### src/rtl/leaf_wb_arbiter.sv
// Two-master Wishbone arbiter for the leaf slave port: round-robin on ties,
// bus lock while the owner holds cyc, and a slave-wait timeout that answers with a bus error.
module leaf_wb_arbiter #(
    parameter int TIMEOUT = 255,
    parameter int TO_W    = 8
) (
    input  logic        clk,
    input  logic        reset_n,

    input  logic        m0_cyc_i,
    input  logic        m0_stb_i,
    input  logic        m0_we_i,
    input  logic [3:0]  m0_sel_i,
    input  logic [31:0] m0_adr_i,
    input  logic [31:0] m0_dat_i,
    output logic        m0_ack_o,
    output logic        m0_err_o,
    output logic [31:0] m0_dat_o,

    input  logic        m1_cyc_i,
    input  logic        m1_stb_i,
    input  logic        m1_we_i,
    input  logic [3:0]  m1_sel_i,
    input  logic [31:0] m1_adr_i,
    input  logic [31:0] m1_dat_i,
    output logic        m1_ack_o,
    output logic        m1_err_o,
    output logic [31:0] m1_dat_o,

    output logic        s_cyc_o,
    output logic        s_stb_o,
    output logic        s_we_o,
    output logic [3:0]  s_sel_o,
    output logic [31:0] s_adr_o,
    output logic [31:0] s_dat_o,
    input  logic        s_ack_i,
    input  logic        s_err_i,
    input  logic [31:0] s_dat_i,

    output logic [1:0]  grant_o,
    output logic        to_flag_o,
    input  logic        to_clr_i
);

    typedef enum logic [1:0] {IDLE, GRANT0, GRANT1, TOERR} state_t;

    localparam logic [TO_W-1:0] TO_LIM = TO_W'(TIMEOUT);
    localparam logic [TO_W-1:0] TO_MAX = {TO_W{1'b1}};

    state_t          state, state_nxt;
    logic            last_gnt, last_gnt_nxt;
    logic [TO_W-1:0] to_cnt, to_cnt_nxt, to_cnt_inc;
    logic            to_hit;

    // Pure state decode: outputs follow the state register, so reset clears them at once.
    always_comb begin
        s_cyc_o  = 1'b0;
        s_stb_o  = 1'b0;
        s_we_o   = 1'b0;
        s_sel_o  = 4'h0;
        s_adr_o  = 32'h0;
        s_dat_o  = 32'h0;
        m0_ack_o = 1'b0;
        m0_err_o = 1'b0;
        m0_dat_o = 32'h0;
        m1_ack_o = 1'b0;
        m1_err_o = 1'b0;
        m1_dat_o = 32'h0;
        grant_o  = 2'b00;
        case (state)
            GRANT0: begin
                s_cyc_o  = m0_cyc_i;
                s_stb_o  = m0_stb_i & m0_cyc_i;
                s_we_o   = m0_we_i;
                s_sel_o  = m0_sel_i;
                s_adr_o  = m0_adr_i;
                s_dat_o  = m0_dat_i;
                m0_ack_o = s_ack_i;
                m0_err_o = s_err_i;
                m0_dat_o = s_dat_i;
                grant_o  = 2'b01;
            end
            GRANT1: begin
                s_cyc_o  = m1_cyc_i;
                s_stb_o  = m1_stb_i & m1_cyc_i;
                s_we_o   = m1_we_i;
                s_sel_o  = m1_sel_i;
                s_adr_o  = m1_adr_i;
                s_dat_o  = m1_dat_i;
                m1_ack_o = s_ack_i;
                m1_err_o = s_err_i;
                m1_dat_o = s_dat_i;
                grant_o  = 2'b10;
            end
            TOERR: begin
                // last_gnt still names the owner whose transfer timed out
                grant_o  = last_gnt ? 2'b10 : 2'b01;
                m0_err_o = ~last_gnt;
                m1_err_o = last_gnt;
            end
            default: ;
        endcase
    end

    assign to_cnt_inc = (to_cnt == TO_MAX) ? to_cnt : to_cnt + 1'b1;
    assign to_hit     = s_stb_o & ~s_ack_i & ~s_err_i & (to_cnt_inc == TO_LIM);

    always_comb begin
        state_nxt    = state;
        last_gnt_nxt = last_gnt;
        case (state)
            IDLE: begin
                if (m0_cyc_i && (!m1_cyc_i || last_gnt)) begin
                    state_nxt    = GRANT0;
                    last_gnt_nxt = 1'b0;
                end else if (m1_cyc_i) begin
                    state_nxt    = GRANT1;
                    last_gnt_nxt = 1'b1;
                end
            end
            GRANT0: begin
                if (m0_cyc_i) begin
                    if (to_hit)
                        state_nxt = TOERR;
                end else if (m1_cyc_i) begin
                    state_nxt    = GRANT1;
                    last_gnt_nxt = 1'b1;
                end else begin
                    state_nxt = IDLE;
                end
            end
            GRANT1: begin
                if (m1_cyc_i) begin
                    if (to_hit)
                        state_nxt = TOERR;
                end else if (m0_cyc_i) begin
                    state_nxt    = GRANT0;
                    last_gnt_nxt = 1'b0;
                end else begin
                    state_nxt = IDLE;
                end
            end
            TOERR:   state_nxt = IDLE;
            default: state_nxt = IDLE;
        endcase
    end

    // Each new ownership starts its wait budget from zero.
    always_comb begin
        to_cnt_nxt = to_cnt_inc;
        if (((state_nxt == GRANT0) || (state_nxt == GRANT1)) && (state_nxt != state))
            to_cnt_nxt = '0;
        else if (!s_stb_o || s_ack_i || s_err_i)
            to_cnt_nxt = '0;
    end

    always_ff @(posedge clk or negedge reset_n) begin
        if (!reset_n) begin
            state     <= IDLE;
            last_gnt  <= 1'b1;
            to_cnt    <= '0;
            to_flag_o <= 1'b0;
        end else begin
            state    <= state_nxt;
            last_gnt <= last_gnt_nxt;
            to_cnt   <= to_cnt_nxt;
            if (to_hit)
                to_flag_o <= 1'b1;
            else if (to_clr_i)
                to_flag_o <= 1'b0;
        end
    end

endmodule

### config.mk
export PLATFORM = sky130hd
export DESIGN_NAME = leaf_wb_arbiter
export DESIGN_NICKNAME = d
export VERILOG_FILES = /design/src/rtl/leaf_wb_arbiter.sv
export SDC_FILE = /design/constraint.sdc
export NUM_CORES = 1
export LEC_CHECK = 0
export ABC_AREA = 1
export CORE_AREA = 2 2 123 125
export CTS_CLUSTER_SIZE = 20
export DETAILED_ROUTE_END_ITERATION = 7
export DIE_AREA = 0 0 125 127
export GPL_TIMING_DRIVEN = 0
export PLACE_DENSITY = 0.67
export SLEW_MARGIN = 15
export SYNTH_ARGS = -nofsm -noshare
export SYNTH_HDL_FRONTEND = slang
export SYNTH_SLANG_ARGS = --single-unit
### constraint.sdc
create_clock -name clk -period 2.97 [get_ports clk]
set_input_delay 0.297 -clock clk [delete_from_list [all_inputs] [get_ports clk]]
set_output_delay 0.297 -clock clk [all_outputs]
set_load 0.005 [all_outputs]
==> impl_metrics.py <==
metrics = {
    "status": {
        "status": "complete, no violations",
    },
    "setup_path": {
        "critical_path_class": "reg2out",
        "critPathMaxFanout": 10,
        "cp.arrival_ns": 2.53,
        "crit_path_end_kind": "primary output",
        "cp.required_ns": 2.67,
        "start_kind": "flop",
    },
    "clocking": {
        "clk_pin_slew_ns": 0.04,
        "cts_sinks": 12,
        "cts_buffers": 3,
        "insertion_delay_ns": 0.24,
        "cts_setup_buffers": 0,
        "clockRootBuffer": "clkbuf_16",
        "cts_hold_buffers": 0,
        "cts_tree": "done",
        "cts_resized": 19,
        "h-tree-depth": 1,
        "clockBufferDepth": 2,
    },
    "die": {
        "core-area_mm2": 0.0144,
        "fp.dieW_um": 125,
        "die_area_mm2": 0.0159,
        "rows": 44,
        "start_util": 0.173,
        "ios": 321,
        "dieHeight_um": 127,
    },
    "timing": {
        "hold_slack_ns": 0.415,
        "fmax_mhz": 353,
        "fin_crit_sh": 0.953,
        "grt_setup_unrepaired": "true",
        "min_period_ns": 2.83,
        "fin_setup_tns_ns": 0,
        "setup_violations": 0,
        "timing.final.ws_setup_ns": 0.141,
        "fin_worst_skew_ns": 0.00163,
        "finalHoldViolations": 0,
        "tightest_slew_ns": 0.627,
        "maxSlewHeadroom": 0.582,
        "drv_slew": 0,
    },
    "yosys": {
        "synthCells": 521,
        "yosysUniqueCellTypes": 25,
        "synth-seq-cells": 12,
        "syn_avg_cell_area_um2": 4.78,
        "syn-num-nets": 705,
        "yosys_warnings": 0,
        "netlist_area_mm2": 0.00249,
        "synth-seq-area-share": 0.121,
    },
    "global_routing": {
        "grt_max_degree": 13,
        "use_met2": 0.372,
        "grt_use_met1": 0.227,
        "antenna_found_initial": 1,
        "grt_usage": 0.199,
        "grt_pass1_wl_mm": 24.5,
        "grt_pass1_vias": 4220,
        "busiest_layer": "met2",
        "met3_usage": 0.0473,
        "grt_overflow": 0,
    },
    "placement": {
        "portBuffers": 320,
        "pre_cts_ws_ns": -0.430,
        "placed_area_mm2": 0.00592,
        "hpwl_mm": 14.5,
        "gp_congestion": 0.886,
        "dpl.cell_count": 1025,
    },
    "detailed_routing": {
        "drtAntennaViolNets": 0,
        "via_per_inst": 4.13,
        "first_pass_iters": 6,
        "drc": 0,
        "routed_wirelength_mm": 17.0,
        "wl_per_cell_um": 16.5,
        "drt_iter0_markers": 211,
        "vias": 4256,
    },
    "final_layout": {
        "area_growth_pct": 143,
        "layout_common_cells": "clkdlybuf4s50_1 (315), nand2_1 (253), inv_1 (87)",
        "fin_nets": 1030,
        "stdcell_area_mm2": 0.00604,
        "drive_gt1_frac": 0.0497,
        "mostFrequentLayoutCell": "clkdlybuf4s50_1",
        "final_cells": 1030,
    },
    "pwr": {
        "ir_worst_vdd_uv": 267,
        "p_per_area_mw_per_mm2": 723,
        "p_leak_nw": 2.83,
    },
    "hold_path": {
        "hold_class": "in2async",
    },
    "job": {
        "drv_cap": 0,
    },
}
[cells in the mapped netlist (all sizes together)]
library cell,count,area (µm²)
o32a,1,10.0
inv,89,334
o21ai,11,62.6
o31ai,1,7.51
nand4,1,6.26
ha,5,62.6
a21oi,80,400
nor2,11,58.8
dfrtp,11,275
nor3,1,16.3
clkbuf,29,109
o211ai,1,7.51
nand3,13,70.1
clkinv,1,5.00
buf,2,10.0
dfstp,1,26.3
nand2,263,1030
[critical path, cell delays in order (launching register included)]
cell	delay (ns)
dfrtp_1	0.40
inv_1	0.16
ha_1	0.16
buf_2	0.22
clkbuf_1	0.43
nand2_1	0.10
a21oi_1	0.24
clkdlybuf4s50_1	0.55
[final timing paths]
kind	start	endpoint	cells past startpoint	slack [ns]
max reg2reg	state[1]$_DFF_PN0_	to_cnt[0]$_DFF_PN0_	14	0.53
max in group asynchronous	reset_n	last_gnt$_DFFE_PN1P_	1	2.19
max	state[0]$_DFF_PN0_	s_dat_o[25]	7	0.14
min	reset_n	to_cnt[0]$_DFF_PN0_	1	0.42
min reg2reg	to_flag_o$_DFFE_PN0P_	to_flag_o$_DFFE_PN0P_	2	0.52
min in group clk	to_flag_o$_DFFE_PN0P_	to_flag_o$_DFFE_PN0P_	2	0.52
[metal layers]
metal / vias to the layer above / wire length, µm / share of wire
met5: - / 0 / 0
met4: 0 / 442 / 0.026
met3: 21 / 1120 / 0.066
met2: 153 / 8850 / 0.52
met1: 1852 / 6580 / 0.39
li1: 2230 / - / -
[logic make-up after synthesis]
family	after synthesis	synth area share
adders and majority gates	5	0.0251
and+or+nand+nor	289	0.474
DFF	12	0.121
AOI/OAI and AO/OA	94	0.196
buffers and inverters	121	0.184
[where the power goes]
| group | switching (W) | internal (W) | leakage [nW] |
|---|---|---|---|
| combinational | 0.00205 | 0.00185 | 2.63 |
| sequential | 0.0000255 | 0.000193 | 0.161 |
| clock | 0.0000700 | 0.000180 | 0.0382 |
| total | 0.00214 | 0.00223 | 2.83 |
[state kept, by name, summed over array words and instances, names as in the netlist]
register	flops
to_cnt	8
last_gnt	1
state	2
to_flag_o	1
[per-stage QoR]
step	utilization	power (W)
global placement	0.411	0.00413
global route	0.419	0.00477
detailed placement	0.411	0.00412
finish	0.419	0.00437
floorplan	-	0.00181
CTS	0.417	0.00442
[final cells by class]
cell class | count | area, µm²
timing repair buffer | 320 | 3200
multi-input combinational | 388 | 1730
sequential | 12 | 302
buffer | 31 | 159
antenna | 1 | 2.50
inverter | 90 | 339
clock buffer | 4 | 78.8
tap | 184 | 230
fill | 1542 | 8380
Power figures use the tool's default switching activity.
==> RTL change 1, RTL diff (same settings) <==
Re-encode `state_t` (4 states) as one-hot, 4 bits wide.
--- a/src/rtl/leaf_wb_arbiter.sv
+++ b/src/rtl/leaf_wb_arbiter.sv
@@ -42,7 +42,7 @@
     input  logic        to_clr_i
 );
 
-    typedef enum logic [1:0] {IDLE, GRANT0, GRANT1, TOERR} state_t;
+    typedef enum logic [3:0] {IDLE = 4'b0001, GRANT0 = 4'b0010, GRANT1 = 4'b0100, TOERR = 4'b1000} state_t;
 
     localparam logic [TO_W-1:0] TO_LIM = TO_W'(TIMEOUT);
     localparam logic [TO_W-1:0] TO_MAX = {TO_W{1'b1}};
Formal check against the unedited RTL: same outputs for any inputs over 4 cycles, from zero or initial values and one cycle with reset_n low; so few cycles prove little.
==> RTL change 1 against the unedited design <==
Routed wire length down 12%; register-to-register slack improved by 0.80 ns; worst setup slack improved by 0.24 ns; sequential cell count grew 2; count of clock-buffer cells in the layout unchanged; hold slack better by 0.053 ns; area after synthesis decreased by 20%; sequential share of layout area increased by 1.4 points; final cell count down 20%; fmax increased by 9.3%; via count is 19% lower; cell area fell by 8.6%; critical path type unchanged; highest routed layer unchanged.
Power is not compared: it rests on default switching activity, and its combinational part moved more than twofold at a synthesized area within 25%.
==> RTL change 1: results (changes against the unedited design) <==
[run_status]
run_status=complete, no violations

[synth]
yosysWarnings=0  ; unchanged
synthesis.nets=501  ; -29%
seq_area_frac_synth=0.176  ; +0.0552
syn_inst=321  ; -38%
synth_common_cells=nor2_1 (82), a22o_1 (69), inv_1 (55)
yosysUniqueCellTypes=26  ; +4.0%
synth_area_leaders=a22o_1 (30%), nor2_1 (15%), dfrtp_1 (15%)
synth_top_flop_cell=dfrtp_1

[detailed_routing]
vias=3465  ; -19%
m1WireLength_um=5880  ; -11%
first_pass_iters=5  ; -1
top_layer=met4
viasPerCell=4.18  ; +1.2%
route.met3.wl_um=1890  ; +70%
drt-total-wl_um=15000  ; -12%
dr_wl_met2_um=6980  ; -21%
drt_iter0_drc=158  ; -25%

[setup_path]
rrSetupSlack_ns=1.33  ; +0.80 ns
reg2regPathDepth=10  ; -4
critical_path.startpoint=state[1]
r2r-end=state[2]
reg2reg_from=to_cnt[0]
cp_data_arrival_time_ns=2.29  ; -0.24 ns

[grt]
antenna_found_initial=0  ; -1
grt_pass1_vias=3464  ; -18%
track_usage=0.174  ; -0.0250
grt_max_degree=15  ; +2
grt_util_met2=0.285  ; -0.0879
grt_pass1_wl_um=21400  ; -13%
use_met3=0.0871  ; +0.0398
use_met1=0.208  ; -0.0191

[cells_and_area]
layout-drive-gt1-share=0.0605  ; +0.0108
top_regs=to_cnt (8), state (4)
diodes=0  ; -1

[placement]
dp_slack_ns=0.620  ; +1.05 ns
placed_cell_area_um2=5430  ; -8.2%
dp.final_hpwl_um=12800  ; -12%
placed_cells=825  ; -20%
gp_congestion=0.797  ; -10%

[timing]
slew_headroom=0.552  ; -0.0298
whs_ns=0.469  ; +0.0533 ns
fin_skew_ns=0.000961  ; -0.000673 ns
worst_slack_ns=0.383  ; +0.242 ns

[clock_network]
cts_resized=0  ; -19
clk_latency_ns=0.24  ; about the same
cts_post_setup_buffers_inserted=0  ; unchanged

[power_and_ir_drop]
p_sw_w=0.000864

RTL change 1: cell types whose count changed after synthesis, sizes merged, moves of 2 or more:
cell,before,now
nand4,1,3
clkbuf,29,0
ha,5,1
nand2,263,35
a22o,0,69
inv,89,57
o21ai,11,9
buf,2,22
a21oi,80,5
nor2,11,86
RTL change 1: critical path, cell delays in order, from the launching register on:
cell and delay, ns:
dfrtp_1 0.38, nor2_2 0.17, nand2_1 0.16, inv_2 0.16, buf_4 0.20, buf_4 0.18, a22o_1 0.18, clkdlybuf4s50_1 0.60
RTL change 1: final cells by class:
cell class              count  area [um2]
well taps                 184         230
flip-flops and latches     14         353
clock buffers               4        88.8
fillers                  1515        8900
repair buffers            320        3200
multi-input cells         228        1320
plain buffers              22         115
inverters                  57         214
RTL change 1: kinds of logic (layout without fill, tap and decap cells):
| kind of cell | count (synthesis) | after routing | share of synthesized area |
|---|---|---|---|
| buffers and inverters | 79 | 403 | 0.164 |
| adders and majority gates | 1 | 1 | 0.00625 |
| and+or+nand+nor | 137 | 137 | 0.281 |
| AOI/OAI and AO/OA | 89 | 89 | 0.367 |
| DFF | 14 | 14 | 0.176 |
| xor gates and xnor gates | 1 | 1 | 0.00438 |
RTL change 1: power groups by stage:
stage	Sequential [W]	Combinational (W)	Clock, W
finish	0.000252	0.00183	0.000278
global route	0.000255	0.00198	0.000301
CTS	0.000252	0.00184	0.000289
detailed placement	0.000254	0.00183	0
global placement	0.000253	0.00183	0
floorplan	0.000248	0.000655	0
RTL change 1: per-stage QoR:
stage                      util  power, W
after global routing      0.383   0.00253
after CTS                 0.383   0.00239
after floorplan               -  0.000903
after detailed placement  0.377   0.00208
after global placement    0.377   0.00209
final                     0.383   0.00236
==> RTL change 2, RTL diff (config.mk and constraints unchanged) <==
Made on the original files. `TO_W`: 8 -> 9.
--- a/src/rtl/leaf_wb_arbiter.sv
+++ b/src/rtl/leaf_wb_arbiter.sv
@@ -2,7 +2,7 @@
 // bus lock while the owner holds cyc, and a slave-wait timeout that answers with a bus error.
 module leaf_wb_arbiter #(
     parameter int TIMEOUT = 255,
-    parameter int TO_W    = 8
+    parameter int TO_W    = 9
 ) (
     input  logic        clk,
     input  logic        reset_n,
Check against the original RTL: same outputs for any inputs over 4 cycles, from zero or initial values and one cycle with reset_n low; that may be too few to reach the edited logic, so the function may still have changed.
==> RTL change 2 against the unedited design <==
Sequential cell count is 1 higher; worst setup slack worse by 0.0024 ns; count of clock-buffer cells in the layout did not move; hold slack improved by 0.018 ns; cell area grew 1.0%; via count shrank 0.89%; area after synthesis up 2.6%; synthesized cell count up 0.77%; total power fell by 0.27%; fmax about the same; routed wire length down 7.1%.
==> RTL change 2: results (changes against the unedited design) <==
[run_status]
run_status=complete, no violations

[clock_network]
clk_pin_slew_ns=0.04  ; about the same
clk_latency_ns=0.24  ; about the same
cts_resized=12  ; -7
root_buffer=clkbuf_16
cts_post_setup_buffers_inserted=0  ; unchanged

[synth]
yosysWarnings=0  ; unchanged
synth_area_leaders=nand2_1 (36%), a21oi_1 (16%), inv_1 (13%)
seq_area_frac_synth=0.128  ; +0.00677
synth_common_cells=nand2_1 (246), inv_1 (88), a21oi_1 (81)
synthesis.nets=709  ; +0.57%
syn_area_per_cell_um2=4.86  ; +1.8%
yosysUniqueCellTypes=28  ; +12%

[setup_path]
cp_data_arrival_time_ns=2.53  ; about the same
reg2regPathDepth=16  ; +2

[grt]
grt_pass1_vias=4048  ; -4.1%
use_met1=0.227  ; about the same
antenna_found_initial=0  ; -1
use_met3=0.0452  ; -0.00209
grt_pass1_wl_um=23200  ; -5.3%
track_usage=0.183  ; -0.0155
grt_util_met2=0.335  ; -0.0377
grt_max_degree=14  ; +1

[power_and_ir_drop]
swShare=0.482  ; -0.00839
p_leak_nw=2.84  ; +0.12%
ir_worst_vdd_uv=229  ; -14%

[placement]
gp_congestion=0.857  ; -3.3%
placed_cells=1029  ; +0.39%
dp.final_hpwl_um=13100  ; -9.6%

[cells_and_area]
fillCellCount=1538  ; -0.26%
diodes=0  ; -1
top_regs=to_cnt (9), state (2)
layout-drive-gt1-share=0.0542  ; +0.00448

[detailed_routing]
drt_iter0_drc=199  ; -5.7%
viasPerCell=4.08  ; -1.2%
wl_per_cell_um=15.3  ; -7.3%
vias=4218  ; -0.89%

[timing]
tightestPinTransition_ns=0.595  ; -0.0321 ns
fin_skew_ns=0.000626  ; -0.00101 ns

RTL change 2: power by group through the flow:
stage               clock (W)  combinational [W]  sequential (W)
detailed placement          0            0.00382        0.000234
global route         0.000271            0.00423        0.000239
global placement            0            0.00382        0.000234
floorplan                   0            0.00160        0.000228
CTS                  0.000259            0.00387        0.000232
finish               0.000257            0.00387        0.000233
RTL change 2: worst paths after layout:
check                                    to  slack (ns)  startpoint
worst min register to register    to_flag_o        0.52   to_flag_o
min in group clk                  to_flag_o        0.52   to_flag_o
worst max-delay path            s_dat_o[18]        0.14    state[1]
worst max register to register    to_cnt[6]        0.53    state[1]
max in group asynchronous         to_cnt[3]        2.15     reset_n
worst min-delay path              to_cnt[6]        0.43     reset_n
RTL change 2: cell families (layout without fill, tap and decap cells):
group	Yosys count	after routing	share of synthesized area
adder cells (fa/ha/maj)	5	5	0.0245
AND/OR/NAND/NOR	285	285	0.458
XOR/XNOR	3	3	0.0103
AO/OA/AOI/OAI	97	97	0.198
flip-flops	13	13	0.128
buffers and inverters	122	446	0.181
RTL change 2: layer usage:
layer / vias to the layer above / wire (um)
li1: 2229 / -
met1: 1830 / 6670
met2: 150 / 7950
met3: 9 / 1100
met4: 0 / 65
met5: - / 0
RTL change 2: critical path, stage by stage, from the launching register on:
cell	delay (ns)
dfrtp_1	0.40
inv_1	0.18
ha_1	0.17
buf_2	0.23
buf_6	0.20
clkbuf_2	0.25
nand2_1	0.08
a21oi_1	0.23
clkdlybuf4s50_1	0.55
RTL change 2: layout make-up:
cell class	count	area share
repair buffers	320	0.524
multi-input cells	390	0.289
inverters	91	0.0561
flip-flops and latches	13	0.0535
well taps	184	0.0377
plain buffers	31	0.0258
clock buffers	4	0.0129
RTL change 2: stage by stage:
step / setup TNS, ns / cell area (um2) / setup WS [ns] / total power (W)
3_5_place_dp: -9.52 / 5990 / -0.324 / 0.00405
3_3_place_gp: -10.39 / 5990 / -0.355 / 0.00406
6_report: 0 / 6110 / 0.139 / 0.00436
5_1_grt: 0 / 6110 / 0.000726 / 0.00474
4_1_cts: 0 / 6080 / 0.000930 / 0.00436
2_1_floorplan: 0 / 2550 / 1.05 / 0.00183
